[src/rtl/instr_fetch.sv]
// rtl/instr_fetch.sv - instruction fetch stage feeding the decoder and steering the PC register
//
// Reads the current PC, fetches the instruction word over a req/ack handshake,
// holds it for the decoder under a valid/ready handshake and drives the PC
// register's data input and count-enable.
//
// Optional feature macro: FETCH_TIMEOUT_EN (fetch timeout counter and sticky FetchErr).
//
// Ports:
//   Clk, Rst          clock (rising edge), synchronous active-high reset
//   PCOut             current PC from the PC register
//   PCNext, PCEn      next PC and count-enable to the PC register
//   ImemAddr, ImemReq instruction memory address (= PCOut) and request
//   ImemAck, ImemData memory ack and same-cycle instruction word
//   Instr, InstrValid instruction register and its valid flag to the decoder
//   InstrReady        decoder accepts Instr
//   BranchTaken       one-cycle redirect pulse from execute
//   BranchTarget      redirect address
//   FetchErr          sticky fetch-timeout flag (0 without FETCH_TIMEOUT_EN)

module instr_fetch #(
    parameter int AW      = 8,
    parameter int IW      = 16,
    parameter int TIMEOUT = 15
) (
    input  logic          Clk,
    input  logic          Rst,
    input  logic [AW-1:0] PCOut,
    output logic [AW-1:0] PCNext,
    output logic          PCEn,
    output logic [AW-1:0] ImemAddr,
    output logic          ImemReq,
    input  logic          ImemAck,
    input  logic [IW-1:0] ImemData,
    output logic [IW-1:0] Instr,
    output logic          InstrValid,
    input  logic          InstrReady,
    input  logic          BranchTaken,
    input  logic [AW-1:0] BranchTarget,
    output logic          FetchErr
);

    localparam logic [1:0] ST_IDLE  = 2'd0;
    localparam logic [1:0] ST_FETCH = 2'd1;
    localparam logic [1:0] ST_ISSUE = 2'd2;

    // A timeout of zero would turn every fetch into an immediate NOP.
    if (TIMEOUT < 1) begin : g_timeout_check
        $error("instr_fetch: TIMEOUT must be at least 1");
    end

    logic [1:0]    state;
    logic [IW-1:0] instr_q;
    logic          flush_q;
    logic [AW-1:0] pend_q;

    logic          timeout_hit;
    logic          ack_eff;
    logic [IW-1:0] fetch_word;
    logic [AW-1:0] pc_inc;

    // A timeout behaves like an ack that returns an all-zero NOP word.
    assign ack_eff    = ImemAck | timeout_hit;
    assign fetch_word = ImemAck ? ImemData : '0;
    assign pc_inc     = PCOut + {{(AW-1){1'b0}}, 1'b1};

    assign ImemAddr   = PCOut;
    assign Instr      = instr_q;

    always_comb begin
        ImemReq    = 1'b0;
        InstrValid = 1'b0;
        PCEn       = 1'b0;
        PCNext     = pc_inc;
        case (state)
            ST_FETCH: begin
                ImemReq = 1'b1;
                // The address must stay put while the request is open, so the
                // PC only moves once the memory answers; a live redirect beats
                // a pending one.
                if (ack_eff && BranchTaken) begin
                    PCEn   = 1'b1;
                    PCNext = BranchTarget;
                end else if (ack_eff && flush_q) begin
                    PCEn   = 1'b1;
                    PCNext = pend_q;
                end
            end
            ST_ISSUE: begin
                // A redirect kills the held instruction before the decoder can take it.
                InstrValid = ~BranchTaken;
                if (BranchTaken) begin
                    PCEn   = 1'b1;
                    PCNext = BranchTarget;
                end else if (InstrReady) begin
                    PCEn   = 1'b1;
                end
            end
            default: ;
        endcase
    end

    always_ff @(posedge Clk) begin
        if (Rst) begin
            state   <= ST_IDLE;
            instr_q <= '0;
            flush_q <= 1'b0;
            pend_q  <= '0;
        end else begin
            case (state)
                ST_IDLE: state <= ST_FETCH;
                ST_FETCH: begin
                    if (ack_eff) begin
                        if (BranchTaken || flush_q) begin
                            // Wrong-path word: drop it and refetch at the new PC.
                            flush_q <= 1'b0;
                        end else begin
                            instr_q <= fetch_word;
                            state   <= ST_ISSUE;
                        end
                    end else if (BranchTaken) begin
                        // Latest redirect wins while the fetch is outstanding.
                        flush_q <= 1'b1;
                        pend_q  <= BranchTarget;
                    end
                end
                ST_ISSUE: begin
                    if (BranchTaken || InstrReady) begin
                        state <= ST_FETCH;
                    end
                end
                default: state <= ST_IDLE;
            endcase
        end
    end

`ifdef FETCH_TIMEOUT_EN
    localparam int CW = $clog2(TIMEOUT + 1);

    logic [CW-1:0] to_cnt;
    logic          err_q;

    assign timeout_hit = (state == ST_FETCH) && !ImemAck && (to_cnt == CW'(TIMEOUT));
    assign FetchErr    = err_q;

    // Counts cycles of the current fetch attempt; any answer (real or timed
    // out) or leaving FETCH starts the next attempt from zero.
    always_ff @(posedge Clk) begin
        if (Rst) begin
            to_cnt <= '0;
            err_q  <= 1'b0;
        end else begin
            if ((state != ST_FETCH) || ack_eff) begin
                to_cnt <= '0;
            end else begin
                to_cnt <= to_cnt + {{(CW-1){1'b0}}, 1'b1};
            end
            if (timeout_hit) begin
                err_q <= 1'b1;
            end
        end
    end
`else
    assign timeout_hit = 1'b0;
    assign FetchErr    = 1'b0;
`endif

endmodule

[config.mk]
export PLATFORM = sky130hd
export DESIGN_NAME = instr_fetch
export DESIGN_NICKNAME = d
export VERILOG_FILES = /design/src/rtl/instr_fetch.sv
export SDC_FILE = /design/constraint.sdc
export NUM_CORES = 1
export LEC_CHECK = 0
export ABC_AREA = 1
export ABC_CLOCK_PERIOD_IN_PS = 2000
export BUFFER_PORTS_ARGS = -buffer_cell sky130_fd_sc_hd__buf_2
export CAP_MARGIN = 20
export CORE_MARGIN = 4
export CORE_UTILIZATION = 45
export CTS_CLUSTER_DIAMETER = 50
export DETAILED_ROUTE_END_ITERATION = 6
export PLACE_DENSITY = 0.83
export SLEW_MARGIN = 20
export SYNTH_ARGS = -nofsm -noshare
export SYNTH_HDL_FRONTEND = slang
export SYNTH_SLANG_ARGS = --single-unit
[constraint.sdc]
create_clock -name Clk -period 2 [get_ports Clk]
set_input_delay 0.5 -clock Clk [delete_from_list [all_inputs] [get_ports Clk]]
set_output_delay 0.5 -clock Clk [all_outputs]
set_load 0.05 [all_outputs]
==> out/results.txt, run 1 <==
The run finished, with violations left. The checks that failed: negative setup slack. After clock tree synthesis, the clock-pin slew on the worst setup and hold paths is 0.08 ns.

After detailed routing, the average wire length per cell comes to 13.3 um. For the count of distinct cell types in the synthesized netlist, the log shows 29. Cells with a size suffix above 1 make up 46.3% of the layout. For the maximum clock skew at final layout, the log shows 0.00195 ns.

Setup violations remaining at the end of the flow were counted as 7. The tools report the sort of element at the start of the critical path as a primary input. The ratio of total power to cell area works out to 723 nW/um^2. For this design the static power due to leakage is 1.41 nW. The run gives 27 as the total clock sinks.

The number of max-slew violations in the final report was 0. The floorplan step defined a core boundary enclosing 4000 sq um. Number of I/O pins: 73. The tightest hold path in the finished design has a slack of 0.396 ns. The largest fanout on the critical path came out at 4. The die is 72.4 um tall. Data on the critical path is required at its endpoint by 1.50 ns. The repair_antennas step left the layout with diodes totalling 0.

Synthesized flop and latch total: 27. The library cell used most frequently in the layout, excluding fill and tap cells, is buf_2. After detailed routing, the met2 layer carries 2950 um of wire. The via density per instance is 5.07. The total congestion overflow was 0; the total routing usage reported by global routing was 20.5%.

Setup repair after global routing could not meet its margin everywhere. Cells fill 71.5% of the core in the end. Once detail routing completed, the nets flagged for antenna violations numbered 0. The top cell types in the final layout, fill and taps aside, are buf_2 (56), nor2_1 (46), nand2_1 (39). Data on the critical path arrives at its endpoint at 1.65 ns. The first global-routing pass estimated 8860 um of wire.

The uppermost layer routed is met4. The tool flagged a number of max-cap violations equal to 0. Buffers inserted to repair hold after CTS numbered 0. The initial antenna violation count is 0, and the number of vias in the routed layout is 2,191. The min-delay analysis places its worst path in the category in2reg.

The clock reaches the later pin of the worst-skew pair after 0.26 ns. After detailed routing, the total wire length is 5740 um. The starting utilization of the core area is 46.7%. STA classifies the critical path endpoint as an output port.

The area overhead of the layout relative to synthesis works out to 53.3%. The run gives 23 as the site row count. The buffer levels on the longest clock path was 2.

Final-report hold violation count: 0. The tools report the maximum clock rate as 0.466 GHz. The number of global-route vias before repair came out at 2,084. The H-tree depth was 1.

For the TritonCTS buffer count, the log shows 3. Root buffer cell: clkbuf_8. The classification of the worst setup path was in2out. The post-synthesis average cell area was 6.29 sq um. The routed design uses 353 um of met3 wire.

For the proportion of synthesized chip area in sequential cells, the log shows 29.0%. When the netlist entered floorplanning its net count stood at 339. The detailed-routing iteration count for the pre-antenna-repair pass is 5, and the gate count of the mapped netlist is 297. After layout, the minimum clock period comes to 2.15 ns.

The run gives -0.147 ns as the final critical-path setup slack. At the end of routability-driven placement, the weighted congestion stood at 0.873. Entering global routing, the biggest net connects 19 pins. The run gives 0 as the post-route DRC violation count. The tools report the worst IR drop on VDD as 0.512 mV. The tools report the number of synthesis warnings as 0. The met1 wire length came out at 2350 um. Summed over all nets, the half-perimeter wirelength after detailed placement is 3740 um.

In the finished design, the share of the clock period the worst path needs comes to 107%. Summing every instance area after synthesis gives 1870 sq um. In this run the tool buffered the top-level ports with 71 buffer cells. TritonCTS built the clock tree. The overall die area is 5240 sq um, and the horizontal die dimension is 72.4 um. The final net count was 425; the DRC violation total after the first TritonRoute iteration was 164.
[worst paths after layout]
kind                                from                     end  slack (ns)  cells past startpoint
hold / removal                       Rst   state[1]$_SDFFE_PP0P_        0.40                      2
setup / recovery                PCOut[1]               PCNext[2]       -0.15                     10
setup reg to reg   state[1]$_SDFFE_PP0P_  pend_q[3]$_SDFFE_PP0P_        0.29                      8
hold reg to reg   pend_q[1]$_SDFFE_PP0P_  pend_q[1]$_SDFFE_PP0P_        0.45                      2
[worst max-delay path, stage by stage]
cell and delay [ns]:
buf_8 0.11, ha_4 0.17, nand2_4 0.09, inv_4 0.04
nor2_4 0.11, o21ai_1 0.07, o21ai_1 0.10, nand2_1 0.12
a21oi_4 0.16, buf_6 0.17
[sequential cells by signal (all words and copies together), names as in the netlist]
| signal | cells |
|---|---|
| Instr | 16 |
| pend_q | 8 |
| state | 2 |
| flush_q | 1 |
[metrics by stage]
step                      instances  setup slack, ns  area (sq um)  power [mW]  setup TNS (ns)
after global placement          420           -0.228          2390        1.52           -1.16
after global routing            432           -0.199          2860        2.19           -1.08
after CTS                       429           -0.105          2710        2.00          -0.318
final                           432           -0.147          2860        2.07          -0.568
after floorplan                 297          -0.0427          1980        1.33         -0.0888
after detailed placement        420           -0.263          2390        1.53           -1.36
[cells by family after synthesis]
kind of cell,synth area share (%)
buffers and inverters,16.3
adders and majority gates,3.35
and+or+nand+nor,30.4
other,0.201
AOI/OAI and AO/OA,20.8
DFF,29.0
[synth_stat cells]
master,count,area (sq um)
clkinv_1,1,3.75
inv_1,35,131
inv_2,2,7.51
nand2_1,53,199
buf_1,1,3.75
ha_1,5,62.6
nand2_2,4,25.0
o211ai_1,1,7.51
dfxtp_1,27,541
nor2_2,3,18.8
nor2_1,51,191
nor2_8,1,20.0
a21oi_2,2,17.5
buf_6,4,45.0
nand3_2,1,10.0
a22oi_1,1,7.51
nand2_4,1,11.3
a31oi_1,1,6.26
conb_1,1,3.75
buf_4,10,75.1
inv_6,1,8.76
clkbuf_1,1,3.75
o21ai_0,33,165
nor2_4,1,11.3
buf_8,1,15.0
o21ai_1,5,25.0
nand3_1,16,80.1
buf_2,2,10.0
a21oi_1,32,160
[timing repair]
item	CTS	global route
setup buffers	5	3
resized for setup	65	42
gates cloned	0	0
setup endpoints to repair	9	9
pin swaps	19	20
[routing by layer]
| layer | global-route usage [%] | vias up |
|---|---|---|
| li1 | - | 1104 |
| met1 | 25.6 | 1003 |
| met2 | 36.1 | 74 |
| met3 | 2.35 | 10 |
| met4 | 7.58 | 0 |
| met5 | 0 | - |
[final cells by class]
cell class                 count  area (sq um)
inverter                      39           174
multi-input combinational    212          1340
sequential                    27           549
tap                           50          62.6
fill                         306          1140
timing repair buffer         100           694
clock buffer                   4          45.0
[where the power goes]
part           switching [mW]  leakage, nW  internal, mW
sequential             0.0239        0.222         0.581
clock                   0.152       0.0228         0.142
combinational           0.742         1.16         0.428
total                   0.917         1.41          1.15
Note: power is estimated with default switching activity, not from simulation.
==> inputs of run 2 (changes only) <==
--- a/config.mk
+++ b/config.mk
@@ -13,7 +13,7 @@
 export CORE_UTILIZATION = 45
 export CTS_CLUSTER_DIAMETER = 50
 export DETAILED_ROUTE_END_ITERATION = 6
-export PLACE_DENSITY = 0.83
+export PLACE_DENSITY = 0.75
 export SLEW_MARGIN = 20
 export SYNTH_ARGS = -nofsm -noshare
 export SYNTH_HDL_FRONTEND = slang
==> run 2 against run 1 <==
Compared with the run above:
- the flow still finishes with violations (negative setup slack)
- die area unchanged
- maximum frequency up 2.1%
- cell count up 0.46%
- non-clock buffer count up 2
- setup slack better by 0.044 ns
- largest cell class unchanged
- largest power group unchanged
==> out/results.txt, run 2 (synthesis gave the netlist of run 1 again) <==
The run finished, with violations left. The checks that failed: negative setup slack. The starting utilization of the core area is 46.7% (unchanged). The run gives 0 (unchanged) as the final-report hold violation count. The TritonCTS buffer count is 3 (unchanged). The H-tree depth is 1 (unchanged).

For the routed length on met2, the log shows 2680 um (-9.0%). The run gives 2,097 (+0.62%) as the number of global-route vias before repair. TritonCTS built the clock tree.

For the number of I/O pins, the log shows 73 (unchanged). The initial antenna violation count is 0 (unchanged), and the worst-case setup slack after placement is -0.290 ns (-0.0266 ns). For the half-perimeter wire length after placement, the log shows 3720 um (-0.55%). The total congestion overflow was 0 (unchanged); the count of buffers inserted at the top-level ports was 71 (unchanged). The global-route wire length before repair was 8570 um (-3.3%). The run gives 5390 um (-6.2%) as the total length of routed wires. Compared with the post-synthesis result, the final layout area differs by 51.5%.

The detailed-routing iteration count for the pre-antenna-repair pass was 4 (-1). The run gives 1.50 ns (about the same) as the data required time at the worst endpoint. The logs give 2830 sq um (-1.2%) for the final standard cell area without fillers and 8 (+1) for the final-report setup violation count.

The tools report the overall die area as 5240 sq um (unchanged). The DRC violation total after the first TritonRoute iteration was 103 (-37%). The number of max-cap violations was 0 (unchanged); the antenna violation net count after detailed routing was 0 (unchanged). The run gives 383 um (+8.5%) as the wire length on met3. The worst setup path is captured at an output port. The library cell used most frequently in the layout, excluding fill and tap cells, is buf_2.

The post-placement cell area came out at 2400 sq um (+0.31%). For the clock insertion delay at the later pin of the skew report, the log shows 0.27 ns (about the same). The largest fanout on the critical path came out at 4 (unchanged).

The proportion of layout cells with a drive suffix above 1 came out at 45.8% (-0.50 points). The horizontal die dimension came out at 72.4 um (unchanged). The logs give 0.476 GHz (+2.1%) for the maximum clock rate and 0 (unchanged) for the number of hold-repair buffers added at the cts stage.

The vertical die dimension came out at 72.4 um (unchanged). The run gives 27 (unchanged) as the total clock sinks. The run gives 434 (+0.46%) as the final non-filler cell total.

The worst IR drop on VDD is 0.564 mV (+10%). The logs give 335 (+9.5%) for the number of filler instances in the final layout and 1.60 ns (-0.05 ns) for the arrival time of the worst setup path. The run gives 421 (+0.24%) as the number of placed instances with taps included. The via density per instance works out to 4.98 (-1.9%). The largest net degree at the start of global routing is 19 (unchanged). The final worst-path cycle share was 105% (-2.2 points); the met1 wire length was 2250 um (-4.4%). After detailed routing, no signal wire sits above met4. The cell sitting at the root of the clock tree is a clkbuf_8. The site row count was 23 (unchanged). The maximum clock skew at final layout is 0.00789 ns (+0.00594 ns). The flip-flop count of the largest register after layout works out to 16 (unchanged). The run gives 0 (unchanged) as the post-route DRC violation count. The run gives 4000 sq um (unchanged) as the area of the core region. For the leakage power total, the log shows 1.42 nW (+0.90%). By startpoint and endpoint, the worst setup path is classified as in2out.

Setup repair after global routing could not meet its margin everywhere. The number of max-slew violations in the final report is 0 (unchanged), and the total negative setup slack is -0.500 ns (+0.0684 ns). In the layout the commonest cells are buf_2 (56), nor2_1 (48), nand2_1 (40).

The clock-pin slew reported for the worst setup and hold paths after clock tree synthesis is 0.10 ns (+0.02 ns). For the number of vias in the routed layout, the log shows 2,160 (-1.4%). The routability congestion estimate from global placement is 0.804 (-7.9%), and the wire length per cell is 12.4 um (-6.6%). The tools report the total routing usage reported by global routing as 19.9% (-0.64 points). The path class of the tightest hold or removal check is in2reg. Buffer levels on the longest clock path: 2 (unchanged).

The tools report the antenna diode count as 0 (unchanged). The final critical-path setup slack came out at -0.103 ns (+0.0443 ns). The final critical-path required period is 2.10 ns (-0.0443 ns). For the final net count, the log shows 427 (+0.47%). The sort of element at the start of the critical path was a primary input.

The ratio of total power to cell area is 729 nW/um^2 (+0.78%).
## run 2: changes by cell type in the layout (fill, tap and decap cells not counted), sizes merged
| cell | delta |
|---|---|
| inv | +1 |
| clkbuf | -1 |
| buf | +2 |
## run 2: layer usage
metal,up-vias,GRT usage [%]
met4,0,8.81
met1,963,22.6
met3,6,3.60
met2,80,35.9
met5,-,0
li1,1111,-
## run 2: area by class of cell
| cell class | count | area (sq um) | area share, % |
|---|---|---|---|
| clock buffer | 3 | 41.3 | 1.46 |
| sequential | 27 | 549 | 19.4 |
| clock inverter | 1 | 5.00 | 0.177 |
| inverter | 39 | 164 | 5.80 |
| timing repair buffer | 102 | 701 | 24.8 |
| multi-input combinational | 212 | 1310 | 46.2 |
| tap | 50 | 62.6 | 2.21 |
## run 2: report_power, final
group          internal (mW)  switching [mW]  total [mW]
Sequential             0.581          0.0218       0.603
Clock                  0.140           0.170       0.310
Combinational          0.419           0.728        1.15
Total                   1.14           0.920        2.06
## run 2: repair_timing
action                     CTS  global route
setup buffers                4             5
setup endpoints to repair    9            10
pin swaps                   15            18
gates resized for setup     56            43
## run 2: path summary, 6_finish.rpt
kind,startpoint,end,slack [ns],cells past startpoint
setup / recovery,PCOut[0],PCNext[2],-0.10,10
hold / removal,Rst,state[1]$_SDFFE_PP0P_,0.38,2
setup reg to reg,state[1]$_SDFFE_PP0P_,Instr[5]$_SDFFE_PP0P_,0.28,10
hold reg to reg,pend_q[3]$_SDFFE_PP0P_,pend_q[3]$_SDFFE_PP0P_,0.46,2
## run 2: per-stage QoR
step / utilization, % / power (mW) / hold WS [ns]
floorplan: - / 1.33 / 0.423
global placement: 60.0 / 1.52 / 0.436
detailed placement: 60.0 / 1.53 / 0.440
CTS: 66.2 / 1.98 / 0.375
global route: 70.7 / 2.17 / 0.374
finish: 70.7 / 2.06 / 0.376
## run 2: critical path, stage by stage
cell and delay [ns]:
buf_6 0.11, ha_4 0.16, nand2_2 0.08, inv_1 0.07, nor2_4 0.11, nand2_1 0.09, o21ai_2 0.08, a21oi_2 0.09
a21oi_4 0.14, buf_6 0.16
